## config.mk

```make
export PLATFORM = sky130hd
export DESIGN_NAME = kmap_input_sequencer
export DESIGN_NICKNAME = d
export VERILOG_FILES = /design/src/rtl/kmap_input_sequencer.sv
export SDC_FILE = /design/constraint.sdc
export NUM_CORES = 1
export LEC_CHECK = 0
export BUFFER_PORTS_ARGS = -buffer_cell sky130_fd_sc_hd__buf_4
export CAP_MARGIN = 20
export CORE_ASPECT_RATIO = 1.25
export CORE_UTILIZATION = 68
export CTS_BUF_LIST = sky130_fd_sc_hd__clkbuf_4 sky130_fd_sc_hd__clkbuf_8
export CTS_CLUSTER_SIZE = 25
export DETAILED_ROUTE_END_ITERATION = 10
export PLACE_DENSITY = 0.95
export SLEW_MARGIN = 20
export SYNTH_ARGS = -nofsm -noshare
export SYNTH_HDL_FRONTEND = slang
export SYNTH_SLANG_ARGS = --single-unit
```

## constraint.sdc

```tcl
create_clock -name clk -period 5.6 [get_ports clk]
set_input_delay 1.12 -clock clk [delete_from_list [all_inputs] [get_ports clk]]
set_output_delay 1.12 -clock clk [all_outputs]
set_load 0.02 [all_outputs]
```

## src/rtl/kmap_input_sequencer.sv

```systemverilog
// Input stage for the 3-input K-map consumer: synchronises and debounces board inputs and steps
// X,Y,Z through all 8 combinations. Define SEQ_GRAY_EN to walk the combinations in Gray order.
module kmap_input_sequencer #(
    parameter int DWELL_CYC = 12_000_000,
    parameter int DB_CYC    = 120_000
) (
    input  logic       clk,
    input  logic       rst_n,
    input  logic [1:0] mode,
    input  logic       btn_step,
    input  logic       sw_x,
    input  logic       sw_y,
    input  logic       sw_z,
    output logic       X,
    output logic       Y,
    output logic       Z,
    output logic [2:0] idx,
    output logic       step_p,
    output logic       wrap_p
);

    localparam int DWW = $clog2(DWELL_CYC);
    localparam int DBW = $clog2(DB_CYC + 1);

    typedef enum logic [1:0] {
        ST_MAN    = 2'b00,
        ST_AUTO   = 2'b01,
        ST_PASS   = 2'b10,
        ST_FREEZE = 2'b11
    } state_t;

    logic           btn_s1, btn_s2;
    logic [2:0]     sw_s1, sw_s2;
    logic [DBW-1:0] db_cnt;
    logic           db_level, db_level_d;
    logic [DWW-1:0] dwell_cnt;
    logic [DWW-1:0] dwell_base;
    state_t         state, prev_state;
    logic           step_req, entering_auto, dwell_done, advance;
    logic [2:0]     next_idx;

    function automatic logic [2:0] seq_map(input logic [2:0] i);
`ifdef SEQ_GRAY_EN
        return i ^ (i >> 1);
`else
        return i;
`endif
    endfunction

    // NOTE: sequential state uses non-blocking assignments so every flop samples pre-edge values.
    always_ff @(posedge clk) begin
        if (!rst_n) begin
            btn_s1     <= 1'b0;
            btn_s2     <= 1'b0;
            sw_s1      <= 3'b000;
            sw_s2      <= 3'b000;
            db_cnt     <= '0;
            db_level   <= 1'b0;
            db_level_d <= 1'b0;
        end else begin
            btn_s1     <= btn_step;
            btn_s2     <= btn_s1;
            sw_s1      <= {sw_x, sw_y, sw_z};
            sw_s2      <= sw_s1;
            db_level_d <= db_level;
            // A level is accepted only after DB_CYC consecutive mismatching samples.
            if (btn_s2 == db_level) begin
                db_cnt <= '0;
            end else if (db_cnt == DBW'(DB_CYC - 1)) begin
                db_level <= btn_s2;
                db_cnt   <= '0;
            end else begin
                db_cnt <= db_cnt + DBW'(1);
            end
        end
    end

    // Mode is a slow board setting and is decoded directly without synchronisation.
    assign state         = state_t'(mode);
    assign step_req      = db_level & ~db_level_d;
    assign entering_auto = (state == ST_AUTO) && (prev_state != ST_AUTO);
    assign dwell_base    = entering_auto ? '0 : dwell_cnt;
    assign dwell_done    = (dwell_base == DWW'(DWELL_CYC - 1));
    assign next_idx      = idx + 3'd1;

    // NOTE: every always_comb output gets a default first so no latch can be inferred.
    always_comb begin
        advance = 1'b0;
        case (state)
            ST_MAN:  advance = step_req;
            ST_AUTO: advance = step_req || dwell_done;
            default: advance = 1'b0;
        endcase
    end

    always_ff @(posedge clk) begin
        if (!rst_n) begin
            prev_state <= ST_MAN;
            idx        <= 3'd0;
            {X, Y, Z}  <= 3'b000;
            step_p     <= 1'b0;
            wrap_p     <= 1'b0;
            dwell_cnt  <= '0;
        end else begin
            prev_state <= state;
            step_p     <= advance;
            wrap_p     <= advance && (idx == 3'd7);
            if (advance) begin
                idx <= next_idx;
            end
            // Outputs follow the post-advance index on the same edge.
            case (state)
                ST_MAN: begin
                    {X, Y, Z} <= seq_map(advance ? next_idx : idx);
                end
                ST_AUTO: begin
                    {X, Y, Z} <= seq_map(advance ? next_idx : idx);
                    dwell_cnt <= advance ? '0 : dwell_base + DWW'(1);
                end
                ST_PASS: begin
                    {X, Y, Z} <= sw_s2;
                end
                default: begin
                    // Freeze: index, outputs and dwell count all hold.
                end
            endcase
        end
    end

endmodule

```

; ---- Yosys cells after proc, flatten, opt, wreduce, memory -nomap -nowiden
; Index checks and enable logic that the tools add are counted.
[classes]
reduce_logical = 8
n_eq_ne = 7
n_addsub = 3
bitwise_logic = 4
n_mux = 7
[ops]
columns = cell, n
row1 = 24-bit 2-to-1 mux, 2
row2 = "24-bit by 1-bit adder with 24-bit output, second input constant", 1
row3 = "24-bit equality test, second input constant", 1
row4 = "17-bit by 1-bit adder with 17-bit output, second input constant", 1
row5 = "17-bit equality test, second input constant", 1
row6 = 1-bit one-hot mux with 2 select lines, 4
row7 = "3-bit by 1-bit adder with 3-bit output, second input constant", 1
row8 = "3-bit equality test, second input constant", 1
row9 = 3-bit 2-to-1 mux, 1
row10 = 1-bit NOT, 3
row11 = 3-bit OR reduction, 1
row12 = "2-bit by 1-bit equality test with 1-bit output, second input constant", 1
row13 = "2-bit equality test, second input constant", 1
row14 = 1-bit logical AND, 2
row15 = 2-bit logical NOT, 1
row16 = "2-bit by 1-bit != test with 1-bit output, second input constant", 1
row17 = 2-bit AND reduction, 1
row18 = 2-bit nonzero test, 1
row19 = 2-bit OR reduction, 1
row20 = 1-bit AND, 1
row21 = 1-bit equality test, 1
row22 = 1-bit logical OR, 1
[word_totals]
reg_bits = 61
in_bits = 8
out_inout_bits = 8
wordCells = 44

; ---- Longest topological paths before layout
[depth]
ltp_word = 8
depth_mapped = 14
ltp_nobuf = 9

; ---- Worst setup path after synthesis
; Ideal clock, no wire load.
[synth_timing]
path_type = input port to flip-flop
start = input mode[0]
end = register idx[0]
arrival_time_ps = 3679
setup_time_ps = 69
path_slack_ps = 1852
stages = 13
path_cell_list = buf_2 > nor2b_1 > buf_2 > buf_2 > nand2_1 > clkbuf_1 > and2_1 > ha_1 > nand4b_1 > a2111oi_4 > a21oi_2 > or4_1 > o21ai_1
[synth_between]
elab_chain_cells = 7
[synth_lines]
columns = item, line_no
row1 = "start, declared", 9  ; input logic [1:0] mode,
row2 = 2-bit by 1-bit equality test with 1-bit output, "81, 89"
row3 = 1-bit logical AND, 81  ; assign entering_auto = (state == ST_AUTO) && (prev_state != ST_AUTO);
row4 = 24-bit 2-to-1 mux, 82  ; assign dwell_base = entering_auto ? '0 : dwell_cnt;
row5 = 24-bit equality test, 83  ; assign dwell_done = (dwell_base == DWW'(DWELL_CYC - 1));
row6 = 1-bit logical OR, 91  ; ST_AUTO: advance = step_req || dwell_done;
row7 = 1-bit one-hot mux with 2 select lines (*), 89  ; case (state)
row8 = 3-bit 2-to-1 mux (*), --
row9 = "end signal, assigned", 109  ; idx <= next_idx;
row10 = "end, declared", 17  ; output logic [2:0] idx,
; Every way passes the cells marked *; elsewhere a longest branch is shown, timed or not.
; A chain may end at the register's enable or synchronous reset.

; ---- Worst setup path in the final report
[layout_timing]
start = input mode[0]
end = register dwell_cnt[22]
[layout_between]
elab_chain_cells = 7
[layout_lines]
columns = item, line_no
row1 = "parallel branches: the longest is 7 deep, another holds 24-bit by 1-bit adder with 24-bit output", --
row2 = "end signal, assigned", 118  ; dwell_cnt <= advance ? '0 : dwell_base + DWW'(1);
row3 = "end, declared", 36  ; logic [DWW-1:0] dwell_cnt;
; Parallel ways; which one is timed is not known.

==> metrics.md <==
| Metric | Value |
|---|---|
| Status | complete, no violations |
| Number of max-cap violations | 0 |
| Total grt overflow | 0 |
| Compound-Gate Fraction of Synth Area | 15.03% |
| Post-route setup slack | ~1.7 ns |
| Clock sink count | 61 |
| Post-CTS Setup Bufs | 0 |
| Met2 usage | 49.78% |
| Power density over cell area | 270.7 nW/um^2 |
| Post-synthesis adder-cell area fraction | 1.647% |
| Fmax | 259.4 MHz |
| Most used cell, CP | buf_4 |
| Simple-gate portion of the synthesized area | between 30% and 40% |
| RSZ-0062 raised after global routing | no |
| Switching power | 196.8 uW |
| Fin Setup TNS | 0 ns |
| Ys async rst share | 0% |
| Wire length of the first global-routing pass | 11,870 um |
| Critical Path Fanout Max | 16 |
| Met1 usage in global routing | 42.70% |
| Unique masters post-synth | 53 |
| WL final | between 7000 and 8000 um |
| Gr usage total | 33.67% |
| Worst vdd ir | between 200 and 300 uV |
| Hold_buf cts | 0 |
| Worst EP required | 5.87 ns |
| Layout Area Growth over Synthesis | 11.03% |
| Post-synth EDFFs | 0 |
| Residual DRC | 0 |
| Pre-Repair DR Iteration Count | 6 |
| Number of antenna violations at the first check in global routing | 0 |
| H-tree depth | 3 |
| CP Cell Sequence | buf_4 > nor2b_1 > buf_4 > nand2_1 > and2_1 > ha_1 > nand4b_1 > a2111oi_4 > a21oi_1 > o31ai_1 > a31oi_1 |
| Startpoint types | input port |
| Hold_ws | 0.4386 ns |
| Max clock buf depth | 2 |
| I/O pin count | 16 |
| Total clock buffers created by CTS | 9 |
| Most frequent cells in the layout | dfxtp_1, nand2_1, nor2_1, nand3_1, nand4_1 |
| Top Usage Layer GRT | met2 |
| CP Data Arrival Time | about 4 ns |
| Starting Density | 72.42% |
| Die H | 76.75 um |
| Vias per cell | 6.686 |
| Top_reg_cell synth | dfxtp_1 |
| Iteration-0 DRC Markers | 329 |
| Post-Syn Nets | 368 |
| Final period utilization | 68.83% |
| Worst setup EP type | flip-flop |
| Sequential share of power | 48.4% |
| Core Rows | 26 |
| Slew HR | 33.73% |
| Core Box Area | around 4200 um^2 |
| Synth Instances | 356 |
| Post-Synth XOR/XNOR Area | 5.187% |
| Reg clk slew, reported paths | 0.06 ns |
| DIE AREA | approximately 4700 um^2 |
| Proportion of synthesized area in mux cells | under 10% |
| Leading cell type in the layout, fill and taps excluded | dfxtp_1 |
| IO buf count | 15 |
| Post-DP HPWL | 5063 um |
| Sequential area share after synthesis | roughly two fifths |
| Largest area contributor in the netlist | dfxtp_1 |
| Final core utilization | 80.41% |
| Number of global-route vias before repair | ~2,600 |
| Buf/Inv on CP | 2 |
| CP top delay family | compound AO/OA/AOI/OAI gates |
| Slew Viols, Final | 0 |
| Dpl ws | 1.505 ns |
| Vias | between 2,000 and 3,000 |
| Setup CP Type | in2reg |
| Actual slew at the worst max-slew pin | 0.9940 ns |
| Antenna Cells | 0 |
| Post-CTS sizing | 0 |
| Grt met3 use | 11.13% |
| Die Width | 61.80 um |
| Clk network pwr share | 47.3% |
| Yosys reg bits | 61 |
| Leakage | between 0.001 and 0.0015 uW |
| Largest net degree at the start of global routing | 25 |
| Root Buffer | clkbuf_8 |
| Sw frac | 21.55% |
| Slowest stage delay, CP | 0.82 ns |
| Largest family of logic cells by synthesized area | simple AND/OR/NAND/NOR gates |
| Period minus WS final | 3.855 ns |
| Final setup violation count | 0 |
| Final #Nets | 378 |
| Mean Syn Cell Area | 8.537 um^2 |
| Share of cells above drive strength 1 | 11.59% |
| CTS tree | done |
| Post-Route Skew | 0.007592 ns |
| Ranking of synthesized cells by area | dfxtp_1, nand4_1, nand2_1 |
| Comb pwr share | approximately 4.3% |
| DRT antenna net count | 0 |
| Warnings, synthesis | 0 |
| WL/cell | 17.25 um |
| Int Pwr | 716.5 uW |
| # fillers | roughly 260 |
| CP max-delay cell | a21oi_1 |
| Final Wtd Congestion | 0.9505 |
| Mapped cell area | 3039 um^2 |
| Final Hold Viols | 0 |
| Synth top area share | approximately two fifths |
| Clk Latency, worst-skew pair | 0.35 ns |
| HP Class | reg2reg |
==> synthesized netlist by cell type (all sizes together) (7+ instances only) <==
cell type	number
nor2	33
buf	8
nand3	21
nand4	22
nor3	9
a21oi	20
or3	7
xor2	10
dfxtp	61
a31oi	13
nand2	35
clkbuf	9
xnor2	8
o21ai	7
and2	17
==> layer usage <==
layer | vias up | share of wire, %
met5 | - | 0
met4 | 0 | 4.0
met3 | 41 | 9.0
met2 | 176 | 46
met1 | 1314 | 41
li1 | 1324 | -
==> registers in the layout (all words and copies together) (netlist names), 2 cells and up <==
register,cells
idx,3
sw_s1,3
prev_state,2
dwell_cnt,24
sw_s2,3
db_cnt,17
==> worst paths after layout <==
check | from | endpoint | slack [ns] | cells past startpoint
max | mode[0] | dwell_cnt[22]$_SDFFE_PN0P_ | 1.75 | 11
min reg2reg | btn_s1$_SDFF_PN0_ | btn_s2$_SDFF_PN0_ | 0.44 | 1
min | btn_s1$_SDFF_PN0_ | btn_s2$_SDFF_PN0_ | 0.44 | 1
max reg2reg | prev_state[1]$_SDFF_PN0_ | dwell_cnt[22]$_SDFFE_PN0P_ | 2.13 | 9
==> cell type report <==
| cell class | count | area, um^2 | share of cell area, % |
|---|---|---|---|
| Timing Repair Buffer | 16 | 120.1 | 3.560 |
| Clock inverter | 4 | 72.57 | 2.151 |
| Sequential cell | 61 | 1221 | 36.19 |
| Multi-Input combinational cell | 271 | 1718 | 50.91 |
| Tap cell | 56 | 70.07 | 2.076 |
| Clock buffer | 12 | 146.4 | 4.338 |
| Inverter | 7 | 26.28 | 0.7786 |
==> cell families (layout without fill, tap and decap cells) <==
kind of cell             Yosys count  after routing
AO/OA/AOI/OAI                     64             64
flip-flops                        61             61
buffers and inverters             24             39
AND/OR/NAND/NOR                  179            179
multiplexers                       6              6
adder cells (fa/ha/maj)            4              4
XOR/XNOR                          18             18
==> power groups by stage <==
stage / registers (uW) / logic [uW] / clock network [uW]
after floorplan: 452 / 25.9 / 0
after global placement: 451 / 37.4 / 0
after detailed placement: 452 / 38.2 / 0
after CTS: 442 / 38.5 / 436
after global routing: 442 / 42.7 / 456
final: 442 / 39.5 / 432
==> per-stage QoR <==
stage	total power, uW	cells	instance area, um^2
6_report	913.3	427	3374
5_1_grt	941.1	427	3374
4_1_cts	915.9	427	3374
3_5_place_dp	489.9	411	3156
3_3_place_gp	488.7	411	3156
2_1_floorplan	477.9	356	3039
(Power assumes the default switching activity.)
